### src/rtl/pattern_rec_pkg.sv
// Shared constants and state encoding for the serial pattern recogniser.
package pattern_rec_pkg;

  localparam logic ST_UNCFG = 1'b0;
  localparam logic ST_RUN   = 1'b1;

  localparam int DEF_PAT_W = 8;
  localparam int DEF_CNT_W = 16;

  typedef enum logic {
    UNCFG = ST_UNCFG,
    RUN   = ST_RUN
  } state_t;

endpackage

### src/rtl/sat_counter.sv
// Saturating up-counter; a clear in the same cycle as an increment yields 1.
module sat_counter #(
  parameter int W = pattern_rec_pkg::DEF_CNT_W
) (
  input  logic         clk,
  input  logic         rst_n,
  input  logic         clr,
  input  logic         inc,
  output logic [W-1:0] count
);

  always_ff @(posedge clk or negedge rst_n) begin
    if (!rst_n) begin
      count <= '0;
    end else if (clr) begin
      count <= inc ? W'(1) : '0;
    end else if (inc && (count != {W{1'b1}})) begin
      count <= count + W'(1);
    end
  end

endmodule

### src/rtl/seq_pattern_detector.sv
// Runtime-programmable serial pattern matcher with overlap control and a
// saturating match counter.
module seq_pattern_detector
  import pattern_rec_pkg::*;
#(
  parameter int PAT_W = DEF_PAT_W,
  parameter int LEN_W = $clog2(PAT_W + 1),
  parameter int CNT_W = DEF_CNT_W
) (
  input  logic             clk,
  input  logic             rst_n,
  input  logic             in_valid,
  input  logic             in_bit,
  input  logic             cfg_load,
  input  logic [PAT_W-1:0] cfg_pattern,
  input  logic [LEN_W-1:0] cfg_len,
  input  logic             cfg_overlap,
  input  logic             cnt_clr,
  output logic             match,
  output logic [CNT_W-1:0] match_count,
  output logic             cfg_err,
  output logic             armed
);

  state_t           state;
  // The oldest history bit is shifted out before it can be compared, so
  // only PAT_W-1 bits need storing.
  logic [PAT_W-2:0] hist;
  logic [LEN_W-1:0] fill;
  logic [PAT_W-1:0] pattern;
  logic [LEN_W-1:0] len;
  logic             overlap;

  logic [PAT_W-1:0] hist_next;
  logic [LEN_W-1:0] fill_next;
  logic [PAT_W-1:0] mask;
  logic             sample;
  logic             hit;
  logic             cfg_legal;

  always_comb begin
    mask = '0;
    for (int i = 0; i < PAT_W; i++) begin
      mask[i] = (i < int'(len));
    end
  end

  assign hist_next = {hist, in_bit};
  assign fill_next = (fill == LEN_W'(PAT_W)) ? fill : fill + LEN_W'(1);
  assign sample    = (state == RUN) && in_valid && !cfg_load;
  assign hit       = sample && (fill_next >= len) &&
                     (((hist_next ^ pattern) & mask) == '0);
  assign cfg_legal = (cfg_len != '0) && (cfg_len <= LEN_W'(PAT_W));
  assign armed     = (state == RUN);

  always_ff @(posedge clk or negedge rst_n) begin
    if (!rst_n) begin
      state   <= UNCFG;
      hist    <= '0;
      fill    <= '0;
      pattern <= '0;
      len     <= '0;
      overlap <= 1'b0;
      match   <= 1'b0;
      cfg_err <= 1'b0;
    end else begin
      match <= hit;
      if (cfg_load) begin
        pattern <= cfg_pattern;
        len     <= cfg_len;
        overlap <= cfg_overlap;
        hist    <= '0;
        fill    <= '0;
        state   <= cfg_legal ? RUN : UNCFG;
        cfg_err <= !cfg_legal;
      end else if (sample) begin
        hist <= hist_next[PAT_W-2:0];
        // Non-overlap restarts the fill so matched bits are not reused.
        fill <= (hit && !overlap) ? '0 : fill_next;
      end
    end
  end

  sat_counter #(.W(CNT_W)) u_cnt (
    .clk   (clk),
    .rst_n (rst_n),
    .clr   (cnt_clr),
    .inc   (hit),
    .count (match_count)
  );

endmodule
### config.mk
export PLATFORM = sky130hd
export DESIGN_NAME = seq_pattern_detector
export DESIGN_NICKNAME = d
export VERILOG_FILES = /design/src/rtl/pattern_rec_pkg.sv /design/src/rtl/sat_counter.sv /design/src/rtl/seq_pattern_detector.sv
export SDC_FILE = /design/constraint.sdc
export NUM_CORES = 1
export LEC_CHECK = 0
export BUFFER_PORTS_ARGS = -buffer_cell sky130_fd_sc_hd__buf_4
export CORE_AREA = 5 5 81 83
export CTS_CLUSTER_SIZE = 12
export DETAILED_ROUTE_END_ITERATION = 12
export DIE_AREA = 0 0 86 88
export PLACE_DENSITY = 0.64
export SYNTH_ARGS = -nofsm -noshare
export SYNTH_HDL_FRONTEND = slang
export SYNTH_SLANG_ARGS = --single-unit
export TNS_END_PERCENT = 5
### constraint.sdc
create_clock -name clk -period 3.1 [get_ports clk]
set_input_delay 0.62 -clock clk [delete_from_list [all_inputs] [get_ports clk]]
set_output_delay 0.62 -clock clk [all_outputs]
set_load 0.02 [all_outputs]
==> impl_metrics.tcl, run 1 <==
set metrics [dict create \
    syn_to_final_growth_pct 19.99 \
    yosysUniqueCellTypes 41 \
    synth_ff_type "dfrtp_1" \
    highest_layer "met4" \
    drive_above_1_share 0.2351 \
    drtAntennaViolNets 0 \
    ctsHoldBuffers 0 \
    arrival_ns 3.01 \
    rows 28 \
    grt_pass1_vias 1687 \
    dpl_cell_area_um2 2541 \
    pwr-share-seq 0.553 \
    async_reset_ff_frac 1.000 \
    placeableCoreArea_um2 5781 \
    syn-num-nets 239 \
    postCtsSetupBuffers 0 \
    clk_latency_ns 0.29 \
    period_share 0.8970 \
    internal-power_uw 820.4 \
    die-area_um2 7568 \
    setup_tns_ns 0 \
    antenna_found_initial 0 \
    fin_skew_ns 0.008892 \
    fin_nets 277 \
    relSlewSlack 0.3823 \
    grt_usage 0.1330 \
    path_cells "inv_1 -> ha_1 -> nand2_1 -> nor2_1 -> xnor2_1 -> ha_1 -> nand2b_1 -> a2111oi_0 -> nor3_1 -> nand3_2 -> buf_4 -> or4_1 -> a21oi_1" \
    htreeDepth 2 \
    io_pins 38 \
    synth_area_um2 2191 \
    cts_sinks 43 \
    pwr-share-clk 0.331 \
    wl_met3_um 187 \
    crit_type "flip-flop to flip-flop" \
    antenna_cells 0 \
    hold_viol_final 0 \
    crit_family "simple AND/OR/NAND/NOR gates" \
    p_total_uw 1091 \
    maxSlewViolCount 0 \
    powerDensity_nw_per_um2 415.2 \
    num_vias 1751 \
    synth_edf_count 0 \
    grt_pass1_wl_um 7997 \
    pwr-share-comb 0.117 \
    cts_tree "built" \
    rsz0062_at_grt "no" \
    first_iter_violations 90 \
    crit_top_cell "ha_1" \
    post-route-min-period_ns 2.781 \
    cts_buffers 5 \
    io_buffers 37 \
    p_switching_uw 271.0 \
    peakVddDrop_mv 0.2148 \
    dr_wl_met2_um 2118 \
    path_buf_inv 2 \
    wl_met1_um 2259 \
    synth_top_area_share 0.4911 \
    wl_per_cell_um 14.23 \
    gp_congestion 0.7709 \
    design_area_um2 2629 \
    status "finished, final reports clean" \
    hold_path_class "input port to async pin" \
    cts.repair.resized 0 \
    first_pass_iters 4 \
    p_sw_frac 0.2483 \
    drv_cap 0 \
    cp.required_ns 3.33 \
    overflow 0 \
    cp-end-kind "flip-flop" \
    max_stage_delay_ns 0.40 \
    avgViaCountPerCell 5.371 \
    setup_viol 0 \
    synth-seq-area-share 0.4911 \
    initial_core_util 0.3790 \
    die_w_um 86 \
    dp_hpwl_um 3325 \
    synth.area.top_cells "dfrtp_1, mux2_2, ha_1" \
    p_leak_uw 0.001155 \
    fillers 558 \
    cts_root_buf "clkbuf_8" \
    cts_buffer_depth 2 \
    fmax_ghz 0.3596 \
    cp-start-kind "flip-flop" \
    tightest_slew_ns 0.9266 \
    clk_pin_slew_ns 0.08 \
    syn_avg_cell_area_um2 10.29 \
    synth_top_area_cell "dfrtp_1" \
    grt_max_degree 44 \
    wl_um 4640 \
    die_h_um 88 \
    cpMaxStageDelayCell "dfrtp_1" \
    yosys_warnings 0 \
    cp_max_fo 19 \
    drc_errors 0 \
    postSynthCellCount 213 \
    synth-seq-cells 43 \
]
## power groups by stage
| stage | Combinational (uW) | Clock (uW) | Sequential (uW) |
|---|---|---|---|
| after global placement | 128 | 0 | 614 |
| after CTS | 130 | 375 | 604 |
| after global routing | 145 | 401 | 608 |
| after detailed placement | 129 | 0 | 615 |
| after floorplan | 76.8 | 0 | 613 |
| final | 127 | 361 | 603 |
## layer usage
layer,up-vias,global-route usage
li1,859,-
met1,854,0.1806
met2,33,0.2039
met3,5,0.03293
met4,0,0.05324
met5,-,0
## logic make-up after synthesis
family | synth area share
compound gates | 0.1748
xor+xnor | 0.04397
fa+ha+maj | 0.03998
buf+inv | 0.03883
flops | 0.4911
mux | 0.05597
simple gates | 0.1554
## cells in the mapped netlist, types with 2 or more instances
library cell  number
clkbuf_1           5
o21ai_0            8
xnor2_1            5
nand4_1            6
nor2_1             6
inv_1             11
a22o_1             7
buf_2              2
nor3_1             3
xor2_1             6
a32o_1             4
a21oi_1           16
or4_1              2
o31ai_1            2
mux2_2             9
o21a_1             2
ha_1               7
a2111oi_0          2
nand3_1           10
or3_1             13
dfrtp_1           43
o21ai_1           13
nand2_1           13
## layout by cell type, fill, tap and decap left out, drive strengths merged, types with 5 or more instances in the layout
master  count
nor2        6
nand3      11
nand4       6
xnor2       5
mux2       10
nand2      13
buf        40
ha          7
a22o        8
clkbuf      6
o21ai      21
inv        11
a21oi      16
dfrtp      43
xor2        6
or3        13
## flip-flops by register name, indices dropped and copies added, names as in the netlist
register     count
armed            1
cfg_err          1
fill             4
hist             7
len              4
match            1
overlap          1
pattern          8
u_cnt.count     16
## final cells by class
cell class	count	area, um2	share of cell area
timing repair buffer	40	300.3	0.1142
sequential	43	1076	0.4093
multi-input combinational	150	1030	0.3917
tap	75	93.84	0.03570
clock buffer	6	82.58	0.03141
inverter	11	41.29	0.01571
clock inverter	1	5.005	0.001904
## through the flow
stage / util / hold slack, ns / cells / setup WS [ns]
6_report: 0.4548 / 0.3115 / 326 / 0.3191
5_1_grt: 0.4548 / 0.3471 / 326 / 0.03510
4_1_cts: 0.4548 / 0.3243 / 326 / 0.3259
3_5_place_dp: 0.4396 / 0.4735 / 319 / 0.3455
3_3_place_gp: 0.4396 / 0.4628 / 319 / 0.4458
2_1_floorplan: - / 0.3244 / 213 / 0.4617
## final timing paths
check                         from             end  slack, ns  cells after the start
setup / recovery           fill[0]  u_cnt.count[6]       0.32                     13
hold reg to reg            cfg_err         cfg_err       0.48                      1
min in group clk           cfg_err         cfg_err       0.48                      1
max in group asynchronous    rst_n      pattern[7]       2.40                      1
setup reg to reg           fill[0]  u_cnt.count[6]       0.32                     13
hold / removal               rst_n      pattern[4]       0.31                      1
No activity file was read; power rests on OpenSTA's default activity.
==> run 2: changes to the inputs <==
--- a/config.mk
+++ b/config.mk
@@ -10,6 +10,7 @@
 export CTS_CLUSTER_SIZE = 12
 export DETAILED_ROUTE_END_ITERATION = 12
 export DIE_AREA = 0 0 86 88
+export MAX_ROUTING_LAYER = met4
 export PLACE_DENSITY = 0.64
 export SYNTH_ARGS = -nofsm -noshare
 export SYNTH_HDL_FRONTEND = slang
==> impl_metrics.tcl, run 2 (same netlist as run 1, synthesis figures left out) <==
set metrics [dict create \
    period_share 0.8980 \
    hold_path_class "input port to async pin" \
    final_common_cell "dfrtp_1" \
    io_pins 38 \
    gp_congestion 0.7814 \
    first_iter_violations 86 \
    relSlewSlack 0.3829 \
    crit_type "flip-flop to flip-flop" \
    drive_above_1_share 0.2351 \
    layout_common_cells "dfrtp_1, buf_4, a21oi_1" \
    grt_pass1_wl_um 8004 \
    antenna_cells 0 \
    crit_top_cell "ha_1" \
    syn_to_final_growth_pct 19.99 \
    setup_viol 0 \
    clk_latency_ns 0.30 \
    setup_ws_ns 0.3162 \
    cts_buffers 5 \
    powerDensity_nw_per_um2 417.3 \
    io_buffers 37 \
    r2r_slack_ns 0.32 \
    max_stage_delay_ns 0.40 \
    cpMaxStageDelayCell "dfrtp_1" \
    placeableCoreArea_um2 5781 \
    fillers 558 \
    fin_skew_ns 0.01356 \
    arrival_ns 3.02 \
    place_inst 319 \
    rsz0062_at_grt "no" \
    maxSlewViolCount 0 \
    cp.required_ns 3.33 \
    max_flop_register "u_cnt.count" \
    die-area_um2 7568 \
    largestRegisters "u_cnt.count (16), pattern (8), hist (7)" \
    initial_core_util 0.3790 \
    p_leak_uw 0.001155 \
    drtAntennaViolNets 0 \
    cts_tree "built" \
    cts_buffer_depth 2 \
    avgViaCountPerCell 5.383 \
    cts_root_buf "clkbuf_8" \
    antenna_found_initial 0 \
    die_h_um 88 \
    path_cells "inv_1 -> ha_1 -> nand2_1 -> nor2_1 -> xnor2_1 -> ha_1 -> nand2b_1 -> a2111oi_0 -> nor3_1 -> nand3_2 -> buf_4 -> or4_1 -> a21oi_1" \
    cts_sinks 43 \
    preCtsSetupSlack_ns 0.3455 \
    crit_family "simple AND/OR/NAND/NOR gates" \
    dp_hpwl_um 3325 \
    rows 28 \
    grt_usage 0.1372 \
    num_vias 1755 \
    overflow 0 \
    drc_errors 0 \
    whs_ns 0.3099 \
    grt_max_degree 44 \
    post-route-min-period_ns 2.784 \
    status "finished, final reports clean" \
    grt_pass1_vias 1682 \
    cts.repair.resized 0 \
    first_pass_iters 4 \
    clk_pin_slew_ns 0.09 \
    wl_um 4675 \
    fin_cells 326 \
    ctsHoldBuffers 0 \
    drv_cap 0 \
    path_buf_inv 2 \
    fin_util 0.4548 \
    cp_max_fo 19 \
    cp-end-kind "flip-flop" \
    wl_per_cell_um 14.34 \
    postCtsSetupBuffers 0 \
    fin_nets 277 \
    tightest_slew_ns 0.9256 \
    cp-start-kind "flip-flop" \
    htreeDepth 2 \
    die_w_um 86 \
    setup_tns_ns 0 \
    peakVddDrop_mv 0.2167 \
    hold_viol_final 0 \
    fmax_ghz 0.3592 \
    largest_register_ffs 16 \
]
[run 2: path summary, 6_finish.rpt]
| kind | endpoint | depth (start not counted) | start |
|---|---|---|---|
| max reg2reg | u_cnt.count[6] | 13 | fill[0] |
| min reg2reg | cfg_err | 1 | cfg_err |
| max in group asynchronous | pattern[7] | 1 | rst_n |
| min in group clk | cfg_err | 1 | cfg_err |
| max | u_cnt.count[6] | 13 | fill[0] |
| min | pattern[4] | 1 | rst_n |
[run 2: per-stage QoR]
stage,area [um2],total power (uW)
floorplan,2191,689.6
global placement,2541,742.0
detailed placement,2541,743.9
CTS,2629,1108
global route,2629,1154
finish,2629,1097
[run 2: layer usage]
layer	up-vias	track usage	wire length, um	part of all wire
met3	4	0.03198	233	0.050
li1	861	-	-	-
met5	-	-	0	0
met2	41	0.2039	2138	0.46
met1	849	0.1812	2232	0.48
met4	0	0.05324	71	0.015
[run 2: where the power goes]
| group | switching (uW) | total, uW | internal [uW] |
|---|---|---|---|
| Clock | 191 | 366 | 175 |
| Sequential | 20.3 | 603 | 583 |
| Combinational | 65.1 | 128 | 62.5 |
| Total | 276 | 1100 | 821 |
[run 2: layout make-up]
cell class | instances | area, um2 | area share
clock buffers | 6 | 82.58 | 0.03141
clock inverters | 1 | 5.005 | 0.001904
inverters | 11 | 41.29 | 0.01571
multi-input cells | 150 | 1030 | 0.3917
flip-flops and latches | 43 | 1076 | 0.4093
well taps | 75 | 93.84 | 0.03570
repair buffers | 40 | 300.3 | 0.1142
==> run 3: changes to the inputs <==
--- a/config.mk
+++ b/config.mk
@@ -12,6 +12,7 @@
 export DIE_AREA = 0 0 86 88
 export MAX_ROUTING_LAYER = met4
 export PLACE_DENSITY = 0.64
+export REMOVE_ABC_BUFFERS = 1
 export SYNTH_ARGS = -nofsm -noshare
 export SYNTH_HDL_FRONTEND = slang
 export SYNTH_SLANG_ARGS = --single-unit
==> impl_metrics.tcl, run 3 (same netlist as run 1, synthesis figures left out) <==
set metrics [dict create \
    avgViaCountPerCell 5.405 \
    cts_root_buf "clkbuf_8" \
    rows 28 \
    crit_end "u_cnt.count[9]" \
    pwr-share-clk 0.327 \
    hold_path_class "input port to async pin" \
    die_w_um 86 \
    fin_nets 277 \
    fmax_ghz 0.3617 \
    crit_top_cell "ha_1" \
    gp_congestion 0.7521 \
    pwr-share-comb 0.118 \
    grt_max_degree 44 \
    grt_usage 0.1339 \
    final_common_cell "dfrtp_1" \
    syn_to_final_growth_pct 19.99 \
    die-area_um2 7568 \
    cp-startpoint "fill[0]" \
    overflow 0 \
    reg2reg_to "u_cnt.count[9]" \
    cp-start-kind "flip-flop" \
    max_flop_register "u_cnt.count" \
    drtAntennaViolNets 0 \
    io_buffers 37 \
    drc_errors 0 \
    powerDensity_nw_per_um2 413.1 \
    pwr-share-seq 0.555 \
    max_stage_delay_ns 0.41 \
    relSlewSlack 0.3873 \
    status "finished, final reports clean" \
    layout_common_cells "dfrtp_1, buf_4, a21oi_1" \
    clk_latency_ns 0.29 \
    num_vias 1762 \
    cp_max_fo 14 \
    cts_sinks 43 \
    cts.repair.resized 0 \
    cp.required_ns 3.32 \
    p_switching_uw 265.4 \
    rr_startpoint "fill[0]" \
    postCtsSetupBuffers 0 \
    fin_util 0.4548 \
    p_leak_uw 0.001155 \
    dp_hpwl_um 3351 \
    setup_viol 0 \
    r2r_slack_ns 0.34 \
    peakVddDrop_mv 0.2012 \
    die_h_um 88 \
    initial_core_util 0.3790 \
    antenna_found_initial 0 \
    cpMaxStageDelayCell "dfrtp_1" \
    cts_tree "built" \
    wl_um 4582 \
    period_share 0.8918 \
    arrival_ns 2.98 \
    placeableCoreArea_um2 5781 \
    crit_type "flip-flop to flip-flop" \
    wl_per_cell_um 14.06 \
    reg2reg_depth 13 \
    ctsHoldBuffers 0 \
    antenna_cells 0 \
    grt_pass1_wl_um 7921 \
    cts_buffer_depth 2 \
    clk_pin_slew_ns 0.08 \
    htreeDepth 2 \
    p_sw_frac 0.2444 \
    drv_cap 0 \
    drive_above_1_share 0.2351 \
    grt_pass1_vias 1657 \
    io_pins 38 \
    largest_register_ffs 16 \
    rsz0062_at_grt "no" \
    largestRegisters "u_cnt.count (16), pattern (8), hist (7)" \
    maxSlewViolCount 0 \
    post-route-min-period_ns 2.765 \
    setup_tns_ns 0 \
    internal-power_uw 820.6 \
    hold_viol_final 0 \
    tightest_slew_ns 0.9191 \
    first_pass_iters 4 \
    fin_skew_ns 0.006568 \
    path_cells "inv_1 -> ha_1 -> nand2_1 -> nor2_1 -> xnor2_1 -> ha_1 -> nand2b_1 -> a2111oi_0 -> nor3_1 -> nand3_2 -> buf_4 -> or3_1 -> a21oi_1" \
    cts_buffers 5 \
    cp-end-kind "flip-flop" \
    first_iter_violations 101 \
]
==> run 3: critical path, delay by kind of cell, from the launching register on <==
family,cells,cell delay (ns)
compound gates,2,0.23
xor+xnor,1,0.10
fa+ha+maj,2,0.42
buf+inv,2,0.34
flops,1,0.41
simple gates,6,1.18
==> run 3: per-layer routing <==
metal,track usage,part of all wire
met3,0.02634,0.040
met1,0.1824,0.47
met5,-,0
met2,0.2004,0.47
met4,0.04317,0.016
==> run 3: worst min path at each step <==
stage | end | slack, ns | depth (start not counted) | startpoint
finish | u_cnt.count[3] | 0.30 | 1 | rst_n
global placement | cfg_err | 0.47 | 1 | cfg_err
CTS | u_cnt.count[6] | 0.33 | 1 | rst_n
global route | u_cnt.count[6] | 0.36 | 1 | rst_n
floorplan | armed | 0.32 | 0 | rst_n
detailed placement | cfg_err | 0.48 | 1 | cfg_err
==> run 3: power by group through the flow <==
stage          clock (uW)  sequential [uW]  combinational [uW]
2_1_floorplan           0              613                69.8
3_3_place_gp            0              613                 128
3_5_place_dp            0              614                 129
4_1_cts               373              603                 130
5_1_grt               394              607                 143
6_report              355              603                 128
==> run 3: cell type report <==
cell class	instances	area [um2]
clock buffers	6	82.58
clock inverters	1	5.005
fillers	553	3152
inverters	11	41.29
multi-input cells	150	1030
flip-flops and latches	43	1076
well taps	75	93.84
repair buffers	40	300.3
==> run 3: through the flow <==
step | setup WS (ns) | hold WS, ns | total power (uW) | cells | instance area [um2]
after global placement | 0.4362 | 0.4704 | 741.5 | 319 | 2541
after detailed placement | 0.3594 | 0.4788 | 743.7 | 319 | 2541
after global routing | 0.05991 | 0.3600 | 1144 | 326 | 2629
after floorplan | 0.3641 | 0.3244 | 682.6 | 204 | 2147
after CTS | 0.3369 | 0.3267 | 1106 | 326 | 2629
final | 0.3353 | 0.3049 | 1086 | 326 | 2629
